### config.mk
export PLATFORM = sky130hd
export DESIGN_NAME = mult8_seq
export DESIGN_NICKNAME = d
export VERILOG_FILES = /design/src/rtl/mult8_seq_pkg.sv /design/src/rtl/mult8_seq_mult4.sv /design/src/rtl/mult8_seq.sv
export SDC_FILE = /design/constraint.sdc
export NUM_CORES = 1
export LEC_CHECK = 0
export CAP_MARGIN = 15
export CORE_MARGIN = 2
export CORE_UTILIZATION = 50
export CTS_BUF_LIST = sky130_fd_sc_hd__clkbuf_4 sky130_fd_sc_hd__clkbuf_8
export DETAILED_ROUTE_END_ITERATION = 7
export PLACE_DENSITY = 0.83
export SYNTH_ARGS = -nofsm -noshare
export SYNTH_HDL_FRONTEND = slang
export SYNTH_HIERARCHICAL = 1
export SYNTH_SLANG_ARGS = --single-unit
### constraint.sdc
create_clock -name clk -period 4.45 [get_ports clk]
set_clock_uncertainty 0.2 [all_clocks]
set_input_delay 0.6675 -clock clk [delete_from_list [all_inputs] [get_ports clk]]
set_output_delay 0.6675 -clock clk [all_outputs]
set_load 0.05 [all_outputs]
### src/rtl/mult8_seq_pkg.sv
// -----------------------------------------------------------------------------
// mult_pkg
// Shared definitions for the sequential 8x8 multiplier: FSM state encoding,
// datapath widths and the per-step shift applied to each 4x4 partial product.
// -----------------------------------------------------------------------------
package mult_pkg;

    localparam int STEP_W = 2;
    localparam int OPND_W = 8;
    localparam int PROD_W = 16;

    typedef enum logic [1:0] {
        S_IDLE = 2'd0,
        S_MUL  = 2'd1,
        S_DONE = 2'd2
    } state_t;

    localparam logic [3:0] SHIFT_STEP0 = 4'd0;
    localparam logic [3:0] SHIFT_STEP1 = 4'd4;
    localparam logic [3:0] SHIFT_STEP2 = 4'd4;
    localparam logic [3:0] SHIFT_STEP3 = 4'd8;

    // Weight of the partial product: lo*lo = 0, cross terms = 4, hi*hi = 8.
    function automatic logic [3:0] stepShift(input logic [STEP_W-1:0] step);
        logic [3:0] shiftAmt;
        case (step)
            2'd0:    shiftAmt = SHIFT_STEP0;
            2'd1:    shiftAmt = SHIFT_STEP1;
            2'd2:    shiftAmt = SHIFT_STEP2;
            default: shiftAmt = SHIFT_STEP3;
        endcase
        return shiftAmt;
    endfunction

endpackage

### src/rtl/mult8_seq_mult4.sv
// -----------------------------------------------------------------------------
// Mult4
// Purely combinational 4x4 unsigned multiplier shared across the four steps
// of an 8x8 multiplication.
//   i_a  in  4   multiplicand nibble
//   i_b  in  4   multiplier nibble
//   o_p  out 8   product
// -----------------------------------------------------------------------------
module Mult4 (
    input  logic [3:0] i_a,
    input  logic [3:0] i_b,
    output logic [7:0] o_p
);

    assign o_p = {4'b0000, i_a} * {4'b0000, i_b};

endmodule

### src/rtl/mult8_seq.sv
// -----------------------------------------------------------------------------
// mult8_seq
// Sequential 8x8 unsigned multiplier. One operand pair is accepted through a
// valid/ready handshake, four 4x4 partial products are accumulated over four
// cycles through a single Mult4, and the 16-bit product is offered through a
// valid/ready output handshake.
//   clk        in   1   clock, rising edge
//   rst_n      in   1   asynchronous active-low reset
//   in_valid   in   1   operands on a/b are valid
//   in_ready   out  1   idle, can accept operands
//   a          in   8   multiplicand
//   b          in   8   multiplier
//   out_valid  out  1   product valid
//   out_ready  in   1   consumer takes product
//   product    out  16  accumulator
//   busy       out  1   multiplying or holding a result
// -----------------------------------------------------------------------------
module mult8_seq
    import mult_pkg::*;
(
    input  logic              clk,
    input  logic              rst_n,
    input  logic              in_valid,
    output logic              in_ready,
    input  logic [OPND_W-1:0] a,
    input  logic [OPND_W-1:0] b,
    output logic              out_valid,
    input  logic              out_ready,
    output logic [PROD_W-1:0] product,
    output logic              busy
);

    state_t              r_state;
    state_t              w_nextState;
    logic [STEP_W-1:0]   r_step;
    logic [OPND_W-1:0]   r_a;
    logic [OPND_W-1:0]   r_b;
    logic [PROD_W-1:0]   r_acc;

    logic [3:0]          w_multA;
    logic [3:0]          w_multB;
    logic [7:0]          w_pp;
    logic [PROD_W-1:0]   w_ppExt;
    logic [PROD_W-1:0]   w_addend;

    // step[1] picks the multiplicand nibble, step[0] the multiplier nibble,
    // giving lo*lo, lo*hi, hi*lo, hi*hi for steps 0..3.
    assign w_multA = r_step[1] ? r_a[7:4] : r_a[3:0];
    assign w_multB = r_step[0] ? r_b[7:4] : r_b[3:0];

    Mult4 u_mult4 (
        .i_a (w_multA),
        .i_b (w_multB),
        .o_p (w_pp)
    );

    assign w_ppExt  = {8'b0, w_pp};
    assign w_addend = w_ppExt << stepShift(r_step);

    // Next-state logic.
    always_comb begin
        w_nextState = r_state;
        case (r_state)
            S_IDLE:  if (in_valid)       w_nextState = S_MUL;
            S_MUL:   if (r_step == 2'd3) w_nextState = S_DONE;
            S_DONE:  if (out_ready)      w_nextState = S_IDLE;
            default:                     w_nextState = S_IDLE;
        endcase
    end

    always_ff @(posedge clk or negedge rst_n) begin
        if (!rst_n) begin
            r_state <= S_IDLE;
        end else begin
            r_state <= w_nextState;
        end
    end

    // Operand capture on accept, then one accumulate per MUL cycle. The
    // result is left in r_acc after retire until the next accept clears it.
    always_ff @(posedge clk or negedge rst_n) begin
        if (!rst_n) begin
            r_step <= '0;
            r_a    <= '0;
            r_b    <= '0;
            r_acc  <= '0;
        end else begin
            case (r_state)
                S_IDLE: begin
                    if (in_valid) begin
                        r_a    <= a;
                        r_b    <= b;
                        r_acc  <= '0;
                        r_step <= '0;
                    end
                end
                S_MUL: begin
                    r_acc  <= r_acc + w_addend;
                    r_step <= r_step + 2'd1;
                end
                default: begin
                end
            endcase
        end
    end

    assign in_ready  = (r_state == S_IDLE);
    assign out_valid = (r_state == S_DONE);
    assign busy      = (r_state == S_MUL) || (r_state == S_DONE);
    assign product   = r_acc;

endmodule

==> metrics.md <==
| Metric | Value |
|---|---|
| Die Footprint | `around 6400 um^2` |
| Final Cell Area | `slightly above 4000 um^2` |
| CP Capture Type | `register` |
| Number of flops mapped to enable cells by yosys | `0` |
| CTS tree | `yes` |
| Worst-Margin Slew | `733.6 ps` |
| Port Buffers | `38` |
| Final Worst Setup Slack | `-370.4 ps` |
| Ant diodes | `0` |
| Area grow syn2layout | `39.76%` |
| CP Launch Type | `register` |
| Initial core utilization | `between 50% and 60%` |
| Top FF cell, synth | `dfrtp_1` |
| Initial antenna violation count | `0` |
| Setup_tns | `-2848 ps` |
| CTS Buf Count | `5` |
| DR WL/cell | `between 15 and 20 um` |
| Syn avg cell area | `slightly below 10 um^2` |
| Status | `complete, but fails checks` |
| Final wirelength | `around 7.7 mm` |
| Min cycle time layout | `slightly below 5000 ps` |
| Mapped Nets | `roughly 350` |
| Max-slew headroom | `approximately half` |
| First-pass GRT wire length | `between 10 and 15 mm` |
| Layout cells sized above 1 | `between 30% and 40%` |
| Warnings from Yosys | `6` |
| Post-synth top area cell | `dfrtp_1` |
| Vias in the first global route | `2,773` |
| CORE AREA | `about 5600 um^2` |
| Final setup viols | `10` |
| Distinct cells, synth | `53` |
| Die Height | `80.26 um` |
| Most common cell after layout, fill and taps aside | `buf_4` |
| Post-Syn Instances | `between 200 and 300` |
| DRT iter0 DRCs | `between 100 and 150` |
| Most frequent cells in the layout | `buf_4 (49), clkdlybuf4s50_1 (38), dfrtp_1 (34)` |
| Worst-path clk slew | `around 80 ps` |
| Congestion Overflow GR | `0` |
| RSZ-0062 raised after global routing | `true` |
| DRC Markers | `0` |
| Sequential share of the synthesized area | `around 31%` |
| CP Max Fanout | `4` |
| DP Wirelength | `around 5.6 mm` |
| Max Freq | `just over 0.2 GHz` |
| Clk root buf | `clkbuf_8` |
| GRT Resource Usage Total | `approximately a quarter` |
| Area contributors post-synth | `dfrtp_1 (31%), ha_1 (14%), mux2_2 (9.3%)` |
| Yosys top cell area share | `~31%` |
| Row cnt | `27` |
| Largest net degree at the start of global routing | `24` |
| Area after DPL | `between 3000 and 4000 um^2` |
| Clock Path Buffers | `2` |
| # nets final | `between 400 and 500` |
| Final Hold Viols | `0` |
| Fin cells | `about 460` |
| Min-delay worst type | `register to register` |
| CP required | `4440 ps` |
| DR pass1 iterations | `4` |
| #FFs+latches synth | `36` |
| Die width | `approximately 80 um` |
| CP Class | `register to register` |
| Number of vias per cell | `about 5.7` |
| Fin. max-slew vios | `0` |
| Failing checks | `negative setup slack` |
| Final worst-path cycle share | `108.3%` |
| Worst-skew pair later-pin latency | `around 290 ps` |
| Pre-CTS setup slack | `-345.9 ps` |
| Synth async-reset ratio | `100.0%` |
| WP data arrival | `4810 ps` |
| Filler cells | `430` |
| Final ANT Viol Nets | `0` |
| Dpl cells | `approximately 440` |
| Gpl congestion | `0.9416` |
| Max H-tree Level | `2` |
| Total number of vias | `2,630` |
| Max-Cap Viols | `0` |
| Ports | `39` |
| Post-Syn Area | `roughly 2900 um^2` |
| Sink Count | `36` |
sequential cells by signal (all words and copies together), names as in the netlist:
| signal | flops |
|---|---|
| r_state | 2 |
| r_a | 8 |
| r_b | 8 |
| product | 16 |
| r_step | 2 |
cells by family after synthesis:
logic type	count (synthesis)	share of synthesized area (%)
xor+xnor	10	3.012
simple gates	83	15.49
fa+ha+maj	37	17.21
buf+inv	21	3.098
flops	36	30.98
compound gates	79	19.54
mux	28	10.67
path summary, 6_finish.rpt:
path	slack (ps)	start	cells past startpoint	end
min	310	r_a[3]	1	r_a[3]
min in group asynchronous	570	rst_n	1	product[12]
min reg2reg	310	r_a[3]	1	r_a[3]
max	-370	r_step[0]	17	product[14]
max in group asynchronous	2720	rst_n	3	r_step[0]
max reg2reg	-370	r_step[0]	17	product[14]
cell usage after synthesis (all sizes together) (3+ instances only):
cell,n
a211oi,4
a21o,5
a21oi,16
a22o,5
a32o,5
and2,18
buf,5
clkbuf,3
dfrtp,36
fa,5
ha,32
inv,13
mux2,24
mux2i,4
nand2,30
nand2b,3
nor2,8
nor2b,7
o211ai,4
o21ai,26
or3,6
xnor2,4
xor2,6
critical path, cell delays in order, from the launching register on:
cell      delay, ps
dfrtp_2         450
mux2_4          240
nand2_2          60
fa_1            520
inv_1            50
fa_2            560
ha_4            220
a211oi_4        240
nor3_1           70
or3b_4          390
mux2i_2         180
nor2_1           70
ha_1            350
a21oi_2         200
o21ai_2          90
a21o_1          180
or3_1           360
a32o_1          250
cell type report:
class | count | area (um^2) | share of cell area (%)
timing repair buffer | 92 | 820.8 | 20.20
multi-input combinational | 237 | 2105 | 51.79
clock inverter | 2 | 13.76 | 0.3387
clock buffer | 6 | 82.58 | 2.032
sequential | 36 | 903.4 | 22.23
inverter | 13 | 48.80 | 1.201
tap | 72 | 90.09 | 2.217
layer usage:
layer | track usage, % | vias up | routed length (um)
li1 | - | 1245 | -
met1 | 29.24 | 1282 | 3060
met2 | 47.67 | 77 | 4063
met3 | 4.494 | 26 | 298
met4 | 11.53 | 0 | 269
met5 | 0 | - | 0
metrics by stage:
step | hold WS, ps | util, %
finish | 313.2 | 72.91
global route | 339.1 | 72.91
CTS | 318.3 | 71.27
detailed placement | 298.8 | 65.66
global placement | 289.3 | 65.66
floorplan | 171.9 | -
what timing repair did:
action / 4_1_cts / 5_1_grt
hold buffers: 0 / 0
cloned: 0 / 0
endpoints found under the setup margin: 10 / 10
pin swaps: 16 / 7
buffers inserted: 10 / 3
gates resized for setup: 28 / 11
Power is left out: the tool's default activity adds up to more than one toggle a clock period on the data nets, which glitch-free logic cannot reach.
